`src/rtl/alu_pkg.sv`:
```
// Package for the multi-cycle ALU: opcode encodings and controller states.
// Shared by alu_mc (top) and its testbench.
package alu_pkg;

  localparam int unsigned OP_BITS = 4;

  // Opcodes 11-15 are unused and produce a result of 0.
  typedef enum logic [OP_BITS-1:0] {
    OP_ADD  = 4'd0,
    OP_SUB  = 4'd1,
    OP_AND  = 4'd2,
    OP_OR   = 4'd3,
    OP_SLL  = 4'd4,
    OP_SRL  = 4'd5,
    OP_SRA  = 4'd6,
    OP_XOR  = 4'd7,
    OP_SLT  = 4'd8,
    OP_SLTU = 4'd9,
    OP_MUL  = 4'd10
  } op_e;

  typedef enum logic {
    IDLE = 1'b0,
    MUL  = 1'b1
  } state_e;

endpackage

```
`src/rtl/alu_mul_iter.sv`:
```
// Iterative shift-add multiplier, one partial-product step per cycle.
// Ports:
//   clk, rst_n   clock, asynchronous active-low reset
//   start        load operands (a -> multiplicand, b -> multiplier), clear acc
//   run          perform one step this cycle
//   a, b         operands, sampled only on start
//   done         high during the final (WIDTH-th) step
//   product      accumulator value after this cycle's step (low WIDTH bits)
module alu_mul_iter #(
  parameter int unsigned WIDTH = 32
) (
  input  logic             clk,
  input  logic             rst_n,
  input  logic             start,
  input  logic             run,
  input  logic [WIDTH-1:0] a,
  input  logic [WIDTH-1:0] b,
  output logic             done,
  output logic [WIDTH-1:0] product
);

  localparam int unsigned CNT_W = $clog2(WIDTH);

  logic [WIDTH-1:0] mcand;
  logic [WIDTH-1:0] mplr;
  logic [WIDTH-1:0] acc;
  logic [WIDTH-1:0] acc_next;
  logic [CNT_W-1:0] cnt;

  always_comb begin
    acc_next = acc;
    if (mplr[0]) acc_next = acc + mcand;
  end

  // The product is taken from acc_next so the result can be registered on
  // the same edge as the last step.
  assign product = acc_next;
  assign done    = run && (cnt == CNT_W'(WIDTH - 1));

  always_ff @(posedge clk or negedge rst_n) begin
    if (!rst_n) begin
      mcand <= '0;
      mplr  <= '0;
      acc   <= '0;
      cnt   <= '0;
    end else if (start) begin
      mcand <= a;
      mplr  <= b;
      acc   <= '0;
      cnt   <= '0;
    end else if (run) begin
      acc   <= acc_next;
      mcand <= mcand << 1;
      mplr  <= mplr >> 1;
      cnt   <= cnt + 1'b1;
    end
  end

endmodule

```
`src/rtl/alu_mc.sv`:
```
// Multi-cycle ALU with valid/ready handshake on input and output.
// Single-cycle ops register their result on the accept edge; mul runs the
// iterative multiplier for WIDTH cycles while busy is high.
// Ports:
//   clk, rst_n              clock, asynchronous active-low reset
//   in_valid / in_ready     request handshake
//   a, b, alu_control       operands and opcode (b low SHAMT_W bits = shamt)
//   out_valid / out_ready   result handshake
//   result, zero            registered result and (result == 0)
//   busy                    multiply in progress
//   carry, ovf, neg         registered flags, present only when the
//                           ALU_FLAGS_EN macro is defined
module alu_mc
  import alu_pkg::*;
#(
  parameter int unsigned WIDTH   = 32,
  parameter int unsigned SHAMT_W = $clog2(WIDTH),
  parameter int unsigned OP_W    = 4
) (
  input  logic             clk,
  input  logic             rst_n,
  input  logic             in_valid,
  output logic             in_ready,
  input  logic [WIDTH-1:0] a,
  input  logic [WIDTH-1:0] b,
  input  logic [OP_W-1:0]  alu_control,
  output logic             out_valid,
  input  logic             out_ready,
  output logic [WIDTH-1:0] result,
  output logic             zero,
  output logic             busy
`ifdef ALU_FLAGS_EN
  ,
  output logic             carry,
  output logic             ovf,
  output logic             neg
`endif
);

  state_e           state;
  state_e           state_next;
  logic [3:0]       op;
  logic             accept;
  logic             is_mul;
  logic             mul_start;
  logic             mul_done;
  logic             load;
  logic [WIDTH-1:0] mul_product;
  logic [WIDTH-1:0] op_result;
  logic [WIDTH-1:0] load_value;
  logic [SHAMT_W-1:0] shamt;

  assign op        = alu_control[3:0];
  assign shamt     = b[SHAMT_W-1:0];
  assign busy      = (state == MUL);
  assign in_ready  = (state == IDLE) && (!out_valid || out_ready);
  assign accept    = in_valid && in_ready;
  assign is_mul    = (op == OP_MUL);
  assign mul_start = accept && is_mul;

  alu_mul_iter #(.WIDTH(WIDTH)) u_mul (
    .clk     (clk),
    .rst_n   (rst_n),
    .start   (mul_start),
    .run     (busy),
    .a       (a),
    .b       (b),
    .done    (mul_done),
    .product (mul_product)
  );

  always_comb begin
    op_result = '0;
    case (op)
      OP_ADD:  op_result = a + b;
      OP_SUB:  op_result = a - b;
      OP_AND:  op_result = a & b;
      OP_OR:   op_result = a | b;
      OP_SLL:  op_result = a << shamt;
      OP_SRL:  op_result = a >> shamt;
      OP_SRA:  op_result = $signed(a) >>> shamt;
      OP_XOR:  op_result = a ^ b;
      OP_SLT:  op_result = {{(WIDTH-1){1'b0}}, ($signed(a) < $signed(b))};
      OP_SLTU: op_result = {{(WIDTH-1){1'b0}}, (a < b)};
      default: op_result = '0;
    endcase
  end

  always_comb begin
    state_next = state;
    case (state)
      IDLE:    if (mul_start) state_next = MUL;
      MUL:     if (mul_done) state_next = IDLE;
      default: state_next = IDLE;
    endcase
  end

  always_ff @(posedge clk or negedge rst_n) begin
    if (!rst_n) state <= IDLE;
    else        state <= state_next;
  end

  // A mul accept never loads; its result arrives via mul_done later.
  assign load       = (accept && !is_mul) || mul_done;
  assign load_value = mul_done ? mul_product : op_result;

`ifdef ALU_FLAGS_EN
  logic [WIDTH:0] add_ext;
  logic [WIDTH:0] sub_ext;
  logic           carry_next;
  logic           ovf_next;

  assign add_ext = {1'b0, a} + {1'b0, b};
  assign sub_ext = {1'b0, a} - {1'b0, b};

  // sub carry is the inverse of the borrow (set when a >= b unsigned).
  always_comb begin
    carry_next = 1'b0;
    ovf_next   = 1'b0;
    if (!mul_done) begin
      if (op == OP_ADD) begin
        carry_next = add_ext[WIDTH];
        ovf_next   = (a[WIDTH-1] == b[WIDTH-1]) && (add_ext[WIDTH-1] != a[WIDTH-1]);
      end else if (op == OP_SUB) begin
        carry_next = !sub_ext[WIDTH];
        ovf_next   = (a[WIDTH-1] != b[WIDTH-1]) && (sub_ext[WIDTH-1] != a[WIDTH-1]);
      end
    end
  end

  always_ff @(posedge clk or negedge rst_n) begin
    if (!rst_n) begin
      carry <= 1'b0;
      ovf   <= 1'b0;
      neg   <= 1'b0;
    end else if (load) begin
      carry <= carry_next;
      ovf   <= ovf_next;
      neg   <= load_value[WIDTH-1];
    end
  end
`endif

  always_ff @(posedge clk or negedge rst_n) begin
    if (!rst_n) begin
      out_valid <= 1'b0;
      result    <= '0;
      zero      <= 1'b0;
    end else if (load) begin
      out_valid <= 1'b1;
      result    <= load_value;
      zero      <= (load_value == '0);
    end else if (out_valid && out_ready) begin
      out_valid <= 1'b0;
    end
  end

endmodule
```
`config.mk`:
```
export PLATFORM = sky130hd
export DESIGN_NAME = alu_mc
export DESIGN_NICKNAME = d
export VERILOG_FILES = /design/src/rtl/alu_pkg.sv /design/src/rtl/alu_mul_iter.sv /design/src/rtl/alu_mc.sv
export SDC_FILE = /design/constraint.sdc
export NUM_CORES = 1
export LEC_CHECK = 0
export BUFFER_PORTS_ARGS = -buffer_cell sky130_fd_sc_hd__buf_2
export CAP_MARGIN = 20
export CORE_UTILIZATION = 25
export DETAILED_ROUTE_END_ITERATION = 6
export SYNTH_ARGS = -nofsm -noshare
export SYNTH_HDL_FRONTEND = slang
export SYNTH_SLANG_ARGS = --single-unit
```
`constraint.sdc`:
```
create_clock -name clk -period 9.6 [get_ports clk]
set_input_delay 1.92 -clock clk [delete_from_list [all_inputs] [get_ports clk]]
set_output_delay 1.92 -clock clk [all_outputs]
set_load 0.05 [all_outputs]
```
# Word level (Yosys, flattened, before mapping)
# Index checks and enable logic that the tools add are counted.
# W data, S select, Z words.
[totals] register_bits=136 ram_bits=0 out_inout_bits=36 latch_bits=0 wordCells=62 in_bits=72 mem_count=0 rom_bits=0
[op_classes] n_reduce_logical=14 shifts=3 bitwise=4 n_mul=0 magnitude_cmp=2 muxes=16 eq_ne=11 addsub=4 div=0
[op_table] operator="$pmux W32 S10" count=1
[op_table] operator="$mux W32" count=8
[op_table] operator="$add A32 B32 Y32" count=2
[op_table] operator="$lt A32 B32 Y1" count=2
[op_table] operator="$and A32 B32 Y32" count=1
[op_table] operator="$logic_not A32 Y1" count=1
[op_table] operator="$or A32 B32 Y32" count=1
[op_table] operator="$shl A32 B5 Y32" count=1
[op_table] operator="$shr A32 B5 Y32" count=1
[op_table] operator="$sshr A32 B5 Y32" count=1
[op_table] operator="$sub A32 B32 Y32" count=1
[op_table] operator="$xor A32 B32 Y32" count=1
[op_table] operator="$eq A4 B3 Y1 const B" count=4
[op_table] operator="$eq A4 B4 Y1 const B" count=3
[op_table] operator="$mux W5" count=2
[op_table] operator="$eq A4 B2 Y1 const B" count=2
[op_table] operator="$logic_and A1 B1 Y1" count=6
[op_table] operator="$add A5 B1 Y5 const B" count=1
[op_table] operator="$eq A5 B5 Y1 const B" count=1
[op_table] operator="$eq A4 B1 Y1 const B" count=1
[op_table] operator="$logic_not A4 Y1" count=1
[op_table] operator="$mux W1" count=4
[op_table] operator="$reduce_bool A2 Y1" count=2
[op_table] operator="$logic_not A1 Y1" count=2
[op_table] operator="3 further kinds" count=4

# Depth between registers and ports, before layout
[depth] ltp_word=7 ltp_mapped=16 depth_no_buf=15

# By module
# Synthesis repeated with hierarchy kept, for this count alone.
[hier_totals] hier_cells=2352 hier_area_um2=18037.3
[by_module_without_submodules] mod="alu_mc" cells_each=1667 seq_area_each_um2=875.8 area_per_inst_um2=11678.7 n_inst=1
[by_module_without_submodules] mod="alu_mul_iter" cells_each=685 seq_area_each_um2=2527.4 area_per_inst_um2=6358.6 n_inst=1

# Worst setup path after synthesis
# No wires, ideal clock.
[synth_timing] path_type="input-to-reg" from="input b[1]" to="register zero" required_time_ns=9.533 path_slack_ns=3.495 arrival_ns=6.038 setup_ns=0.067 n_path_buf=3 stages=16 cell_sequence="buf_2 inv_2 buf_1 clkbuf_1 ha_1 o21ba_2 or4_4 a21oi_2 o31ai_2 a31oi_2 a31oi_1 mux2_4 or4_4 a2111oi_0 nor4b_2 a22o_1"
[synth_via] elab_chain_len=4 elab_cells_between_ends=13 cone_classes="add/sub (2); order compare (2); shift (3); mux (2); bitwise (3); reduce/logical (1)"
[synth_rtl] element="from (decl)" line="alu_mc.sv:25" rtl="input logic [WIDTH-1:0] b,"
[synth_rtl] element="$sub A32 B32 Y32 (tied with other cells)" line="alu_mc.sv:76" rtl="OP_SUB: op_result = a - b;"
[synth_rtl] element="$pmux W32 S10 (*)" line="alu_mc.sv:74" rtl="case (op)"
[synth_rtl] element="$mux W32 (*)" line="alu_mc.sv:105" rtl="assign load_value = mul_done ? mul_product : op_result;"
[synth_rtl] element="$logic_not A32 Y1 (*)" line="alu_mc.sv:152" rtl="zero <= (load_value == '0);"
[synth_rtl] element="to (signal assigned)" line="alu_mc.sv:152"
[synth_rtl] element="to (decl)" line="alu_mc.sv:30" rtl="output logic zero,"
# Mark *: on every way between the ends. The rest lies on a longest branch, timed or not.
# A chain may end at the register's enable or synchronous reset.

# Final worst setup path
[layout_timing] from="input b[3]" to="register zero"
# Same word-level chain as after synthesis.

==> report_table.html <==
<table>
<tr><th>Metric</th><th>Value</th></tr>
<tr><th colspan="2">Logic synthesis</th></tr>
<tr><td>Asr flop ratio synth</td><td>100%</td></tr>
<tr><td>Cell variety after synth</td><td>98</td></tr>
<tr><td>Nets in the synthesized netlist</td><td>2509</td></tr>
<tr><td>Number of enable flip-flop cells after synthesis</td><td>0</td></tr>
<tr><td>Top cell types by occurrence after synthesis</td><td>328 x sky130_fd_sc_hd__nand2_1, 164 x sky130_fd_sc_hd__nor2_1, 149 x sky130_fd_sc_hd__a21oi_1, 136 x sky130_fd_sc_hd__dfrtp_1, 132 x sky130_fd_sc_hd__clkbuf_1</td></tr>
<tr><td>Top cell type by total area after synthesis</td><td>sky130_fd_sc_hd__dfrtp_1</td></tr>
<tr><td>Seq/Total Area, Yosys</td><td>19.2%</td></tr>
<tr><td>Top area cells in the synthesized netlist</td><td>sky130_fd_sc_hd__dfrtp_1 19%, sky130_fd_sc_hd__ha_1 9.2%, sky130_fd_sc_hd__nand2_1 6.9%, sky130_fd_sc_hd__mux4_2 5.1%, sky130_fd_sc_hd__mux2i_1 4.5%</td></tr>
<tr><td>Mapped cell area</td><td>roughly 18000 sq um</td></tr>
<tr><td>Dominant cell by count in the synthesized netlist</td><td>sky130_fd_sc_hd__nand2_1</td></tr>
<tr><td>Synthesized area per cell</td><td>~7.7 sq um</td></tr>
<tr><td>Main synth FF type</td><td>sky130_fd_sc_hd__dfrtp_1</td></tr>
<tr><td>Number of synthesized register bits</td><td>about 140</td></tr>
<tr><td>Fraction of synthesized cell area taken by the top area cell type</td><td>between 10% and 20%</td></tr>
<tr><td>Number of warnings issued by yosys</td><td>0</td></tr>
<tr><td>Synthesized instance count</td><td>2304</td></tr>
<tr><th colspan="2">Routing</th></tr>
<tr><td>Drt wl/cell</td><td>29.4 microns</td></tr>
<tr><td>Number of nets still failing antenna checks after routing</td><td>0</td></tr>
<tr><td>Number of vias in the routed layout</td><td>about 20k</td></tr>
<tr><td>DRT iter0 DRCs</td><td>2928</td></tr>
<tr><td>Vias per cell</td><td>6.21</td></tr>
<tr><td>Drt drc</td><td>0</td></tr>
<tr><td>Total wire length after detailed routing</td><td>between 90000 and 100000 microns</td></tr>
<tr><td>First-pass detailed-route iteration total</td><td>7</td></tr>
<tr><th colspan="2">Hold path</th></tr>
<tr><td>Start point of the worst min-delay path</td><td>u_mul.mplr[23]$_DFFE_PN0P_</td></tr>
<tr><td>Min-Delay Path Depth</td><td>2</td></tr>
<tr><td>Worst-case hold path end point</td><td>u_mul.mplr[23]$_DFFE_PN0P_</td></tr>
<tr><td>Class of the worst hold path</td><td>reg -&gt; reg</td></tr>
<tr><th colspan="2">Global route</th></tr>
<tr><td>Global-route wire length before repair</td><td>137000 microns</td></tr>
<tr><td>Largest net degree at the start of global routing</td><td>74</td></tr>
<tr><td>Number of antenna violations at the first check in global routing</td><td>3</td></tr>
<tr><td>Total track usage</td><td>26.1%</td></tr>
<tr><td>Total overflow reported by the global router</td><td>0</td></tr>
<tr><td>Vias in the first global route</td><td>between 15k and 20k</td></tr>
<tr><th colspan="2">STA</th></tr>
<tr><td>Max Clock Freq</td><td>~150 MHz</td></tr>
<tr><td>Pin slew with the least headroom to its limit</td><td>1140 ps</td></tr>
<tr><td>Final Critical Period</td><td>6720 ps</td></tr>
<tr><td>Setup repair after global routing missed its margin</td><td>no</td></tr>
<tr><td>Tcrit/Tclk final</td><td>approximately 70%</td></tr>
<tr><td>Final hold slack</td><td>~480 ps</td></tr>
<tr><td>Worst max-slew margin expressed relative to the limit</td><td>23.3%</td></tr>
<tr><td>Final hold vios</td><td>0</td></tr>
<tr><td>Post-route setup slack</td><td>2880 ps</td></tr>
<tr><td>Total setup violations reported at the end of the flow</td><td>0</td></tr>
<tr><td>Number of pins with negative max-slew slack in the final report</td><td>0</td></tr>
<tr><td>Worst setup skew after layout</td><td>roughly 18 ps</td></tr>
<tr><td>Final setup TNS</td><td>0 ps</td></tr>
<tr><th colspan="2">Critical path</th></tr>
<tr><td>Arrival time at the worst endpoint</td><td>7120 ps</td></tr>
<tr><td>Reg2Reg Depth</td><td>11</td></tr>
<tr><td>Required time reported for the critical path endpoint</td><td>approximately 10000 ps</td></tr>
<tr><td>Startpoint type of the worst setup path</td><td>input pin</td></tr>
<tr><td>End of the worst register-to-register path</td><td>zero$_DFFE_PN0P_</td></tr>
<tr><td>Crit path max fanout</td><td>24</td></tr>
<tr><td>Critical Setup Path Class</td><td>in -&gt; reg</td></tr>
<tr><td>Crit path capture type</td><td>flip-flop</td></tr>
<tr><td>Reg-to-reg startpoint</td><td>busy$_DFF_PN0_</td></tr>
<tr><td>Ordered cell list for the critical path</td><td>buf_2 &gt; inv_1 &gt; ha_1 &gt; nor2_1 &gt; a221oi_1 &gt; a21oi_2 &gt; o31ai_2 &gt; a31oi_2 &gt; a31oi_1 &gt; mux2_4 &gt; or4_4 &gt; a2111oi_0 &gt; nor4b_2 &gt; a22o_1</td></tr>
<tr><td>Worst path slowest cell</td><td>sky130_fd_sc_hd__a221oi_1</td></tr>
<tr><td>Minimum setup slack among reg-to-reg paths</td><td>4820 ps</td></tr>
<tr><td>Largest stage delay, worst path</td><td>a little over 600 ps</td></tr>
<tr><th colspan="2">Clock network</th></tr>
<tr><td>Clock buffer depth</td><td>2</td></tr>
<tr><td>Hold-fix buffers, CTS</td><td>0</td></tr>
<tr><td>CTS H-tree lvls</td><td>4</td></tr>
<tr><td>Clock Sinks</td><td>136</td></tr>
<tr><td>Root Driver</td><td>sky130_fd_sc_hd__clkbuf_16</td></tr>
<tr><td>Clock-pin transition on the worst setup and hold timing paths</td><td>around 60 ps</td></tr>
<tr><td>Resized cells post-CTS</td><td>0</td></tr>
<tr><td>Later-pin clock latency in the skew report</td><td>470 ps</td></tr>
<tr><td>CTS tree</td><td>yes</td></tr>
<tr><td>Inserted Clock Buffers</td><td>17</td></tr>
<tr><td>Post-CTS Repair Setup Buffers</td><td>0</td></tr>
<tr><th colspan="2">Flow run</th></tr>
<tr><td>Maxcap violations</td><td>0</td></tr>
<tr><th colspan="2">Final layout</th></tr>
<tr><td>Layout Nets</td><td>2494</td></tr>
<tr><td>Area growth from synthesis to layout</td><td>11.0%</td></tr>
<tr><td>Proportion of layout cells with a drive suffix above 1</td><td>13.8%</td></tr>
<tr><td>Util after Layout</td><td>28.1%</td></tr>
<tr><th colspan="2">Pwr</th></tr>
<tr><td>Cell area power density</td><td>202 nW/um^2</td></tr>
<tr><td>LEAKAGE</td><td>0.00836 uW</td></tr>
<tr><td>Worst-case vdd ir drop</td><td>0.134 mV</td></tr>
<tr><th colspan="2">Die</th></tr>
<tr><td>Initial Utilization</td><td>between 20% and 30%</td></tr>
<tr><td>Row count</td><td>slightly below 100</td></tr>
<tr><td>Width of the chip</td><td>268 microns</td></tr>
<tr><td>Number of top-level design ports</td><td>108</td></tr>
<tr><td>Die Span Y</td><td>268 microns</td></tr>
<tr><td>DIE AREA</td><td>72000 sq um</td></tr>
<tr><td>Core region area</td><td>70100 sq um</td></tr>
<tr><th colspan="2">Placed design</th></tr>
<tr><td>Final HPWL from detailed placement</td><td>about 70000 microns</td></tr>
<tr><td>Routability cong.</td><td>1.07</td></tr>
<tr><td>Setup slack at placement</td><td>~2600 ps</td></tr>
<tr><td>IO buf count</td><td>107</td></tr>
<tr><th colspan="2">Status</th></tr>
<tr><td>Run status</td><td>finished clean</td></tr>
</table>
## cell families (layout without fill, tap and decap cells)
logic type | count (synthesis) | in the layout | synth area share, %
flip-flops | 136 | 136 | 19.2
buffers and inverters | 285 | 283 | 6.47
adder cells (fa/ha/maj) | 133 | 133 | 9.51
AND/OR/NAND/NOR | 801 | 801 | 21.4
multiplexers | 162 | 162 | 12.3
XOR/XNOR | 41 | 41 | 2.03
other | 0 | 2 | 0
AO/OA/AOI/OAI | 746 | 746 | 29.1
## final cells by class
type	instances	area, sq um
antenna	2	5.00
clock buffer	20	447
clock inverter	12	166
fill	7748	50500
inverter	104	390
multi-input combinational	1883	13200
sequential	136	3410
tap	940	1180
timing repair buffer	147	845
## critical path: cells and delay by family
kind | cells | cell delay [ps]
AOI/OAI and AO/OA | 7 | 2440
adders and majority gates | 1 | 540
buffers and inverters | 2 | 940
muxes | 1 | 330
and+or+nand+nor | 3 | 900
## metal layers
layer	global-route usage, %	routed length [microns]	vias to the layer above
li1	-	-	8639
met1	34.6	39100	9874
met2	39.6	41000	1362
met3	6.66	10400	273
met4	11.8	5010	2
met5	0	12	-
## cells in the final DEF, fill, tap and decap left out, types with 41 or more instances in the layout
cell | synthesis | routed
sky130_fd_sc_hd__a21oi_1 | 149 | 148
sky130_fd_sc_hd__a22oi_1 | 74 | 74
sky130_fd_sc_hd__buf_2 | 25 | 105
sky130_fd_sc_hd__buf_4 | 2 | 41
sky130_fd_sc_hd__dfrtp_1 | 136 | 134
sky130_fd_sc_hd__ha_1 | 130 | 130
sky130_fd_sc_hd__inv_1 | 101 | 101
sky130_fd_sc_hd__mux2_2 | 41 | 41
sky130_fd_sc_hd__mux2i_1 | 80 | 80
sky130_fd_sc_hd__nand2_1 | 328 | 327
sky130_fd_sc_hd__nand3_1 | 60 | 60
sky130_fd_sc_hd__nor2_1 | 164 | 162
sky130_fd_sc_hd__o21ai_0 | 120 | 120
## where the power goes
part	internal (uW)	switching, uW	leakage [uW]	total [uW]
registers	808	254	0.00177	1060
clock network	419	307	0.000285	726
logic	685	1500	0.00631	2180
## metrics by stage
| step | area [sq um] | cells | total power (uW) |
|---|---|---|---|
| after detailed placement | 19100 | 3210 | 3190 |
| after global routing | 19700 | 3243 | 4190 |
| after CTS | 19700 | 3242 | 3920 |
| final | 19700 | 3244 | 3970 |
| after floorplan | 17700 | 2304 | 2480 |
| after global placement | 19100 | 3210 | 3190 |
## flip-flops by register name, indices dropped and copies added, names as in the netlist
| signal | count |
|---|---|
| u_mul.mplr | 32 |
| u_mul.acc | 32 |
| busy | 1 |
| u_mul.mcand | 32 |
| zero | 1 |
| u_mul.cnt | 5 |
| result | 32 |
| out_valid | 1 |
## how the worst max path moves through the flow
stage	from	to	slack, ps	cells after the start
2_1_floorplan	b[1]	zero$_DFFE_PN0P_	3490	16
3_3_place_gp	b[3]	zero$_DFFE_PN0P_	2610	14
6_report	b[3]	zero$_DFFE_PN0P_	2880	14
5_1_grt	b[3]	zero$_DFFE_PN0P_	2670	14
3_5_place_dp	b[3]	zero$_DFFE_PN0P_	2620	14
4_1_cts	b[3]	zero$_DFFE_PN0P_	3100	14
Power figures use the tool's default switching activity.
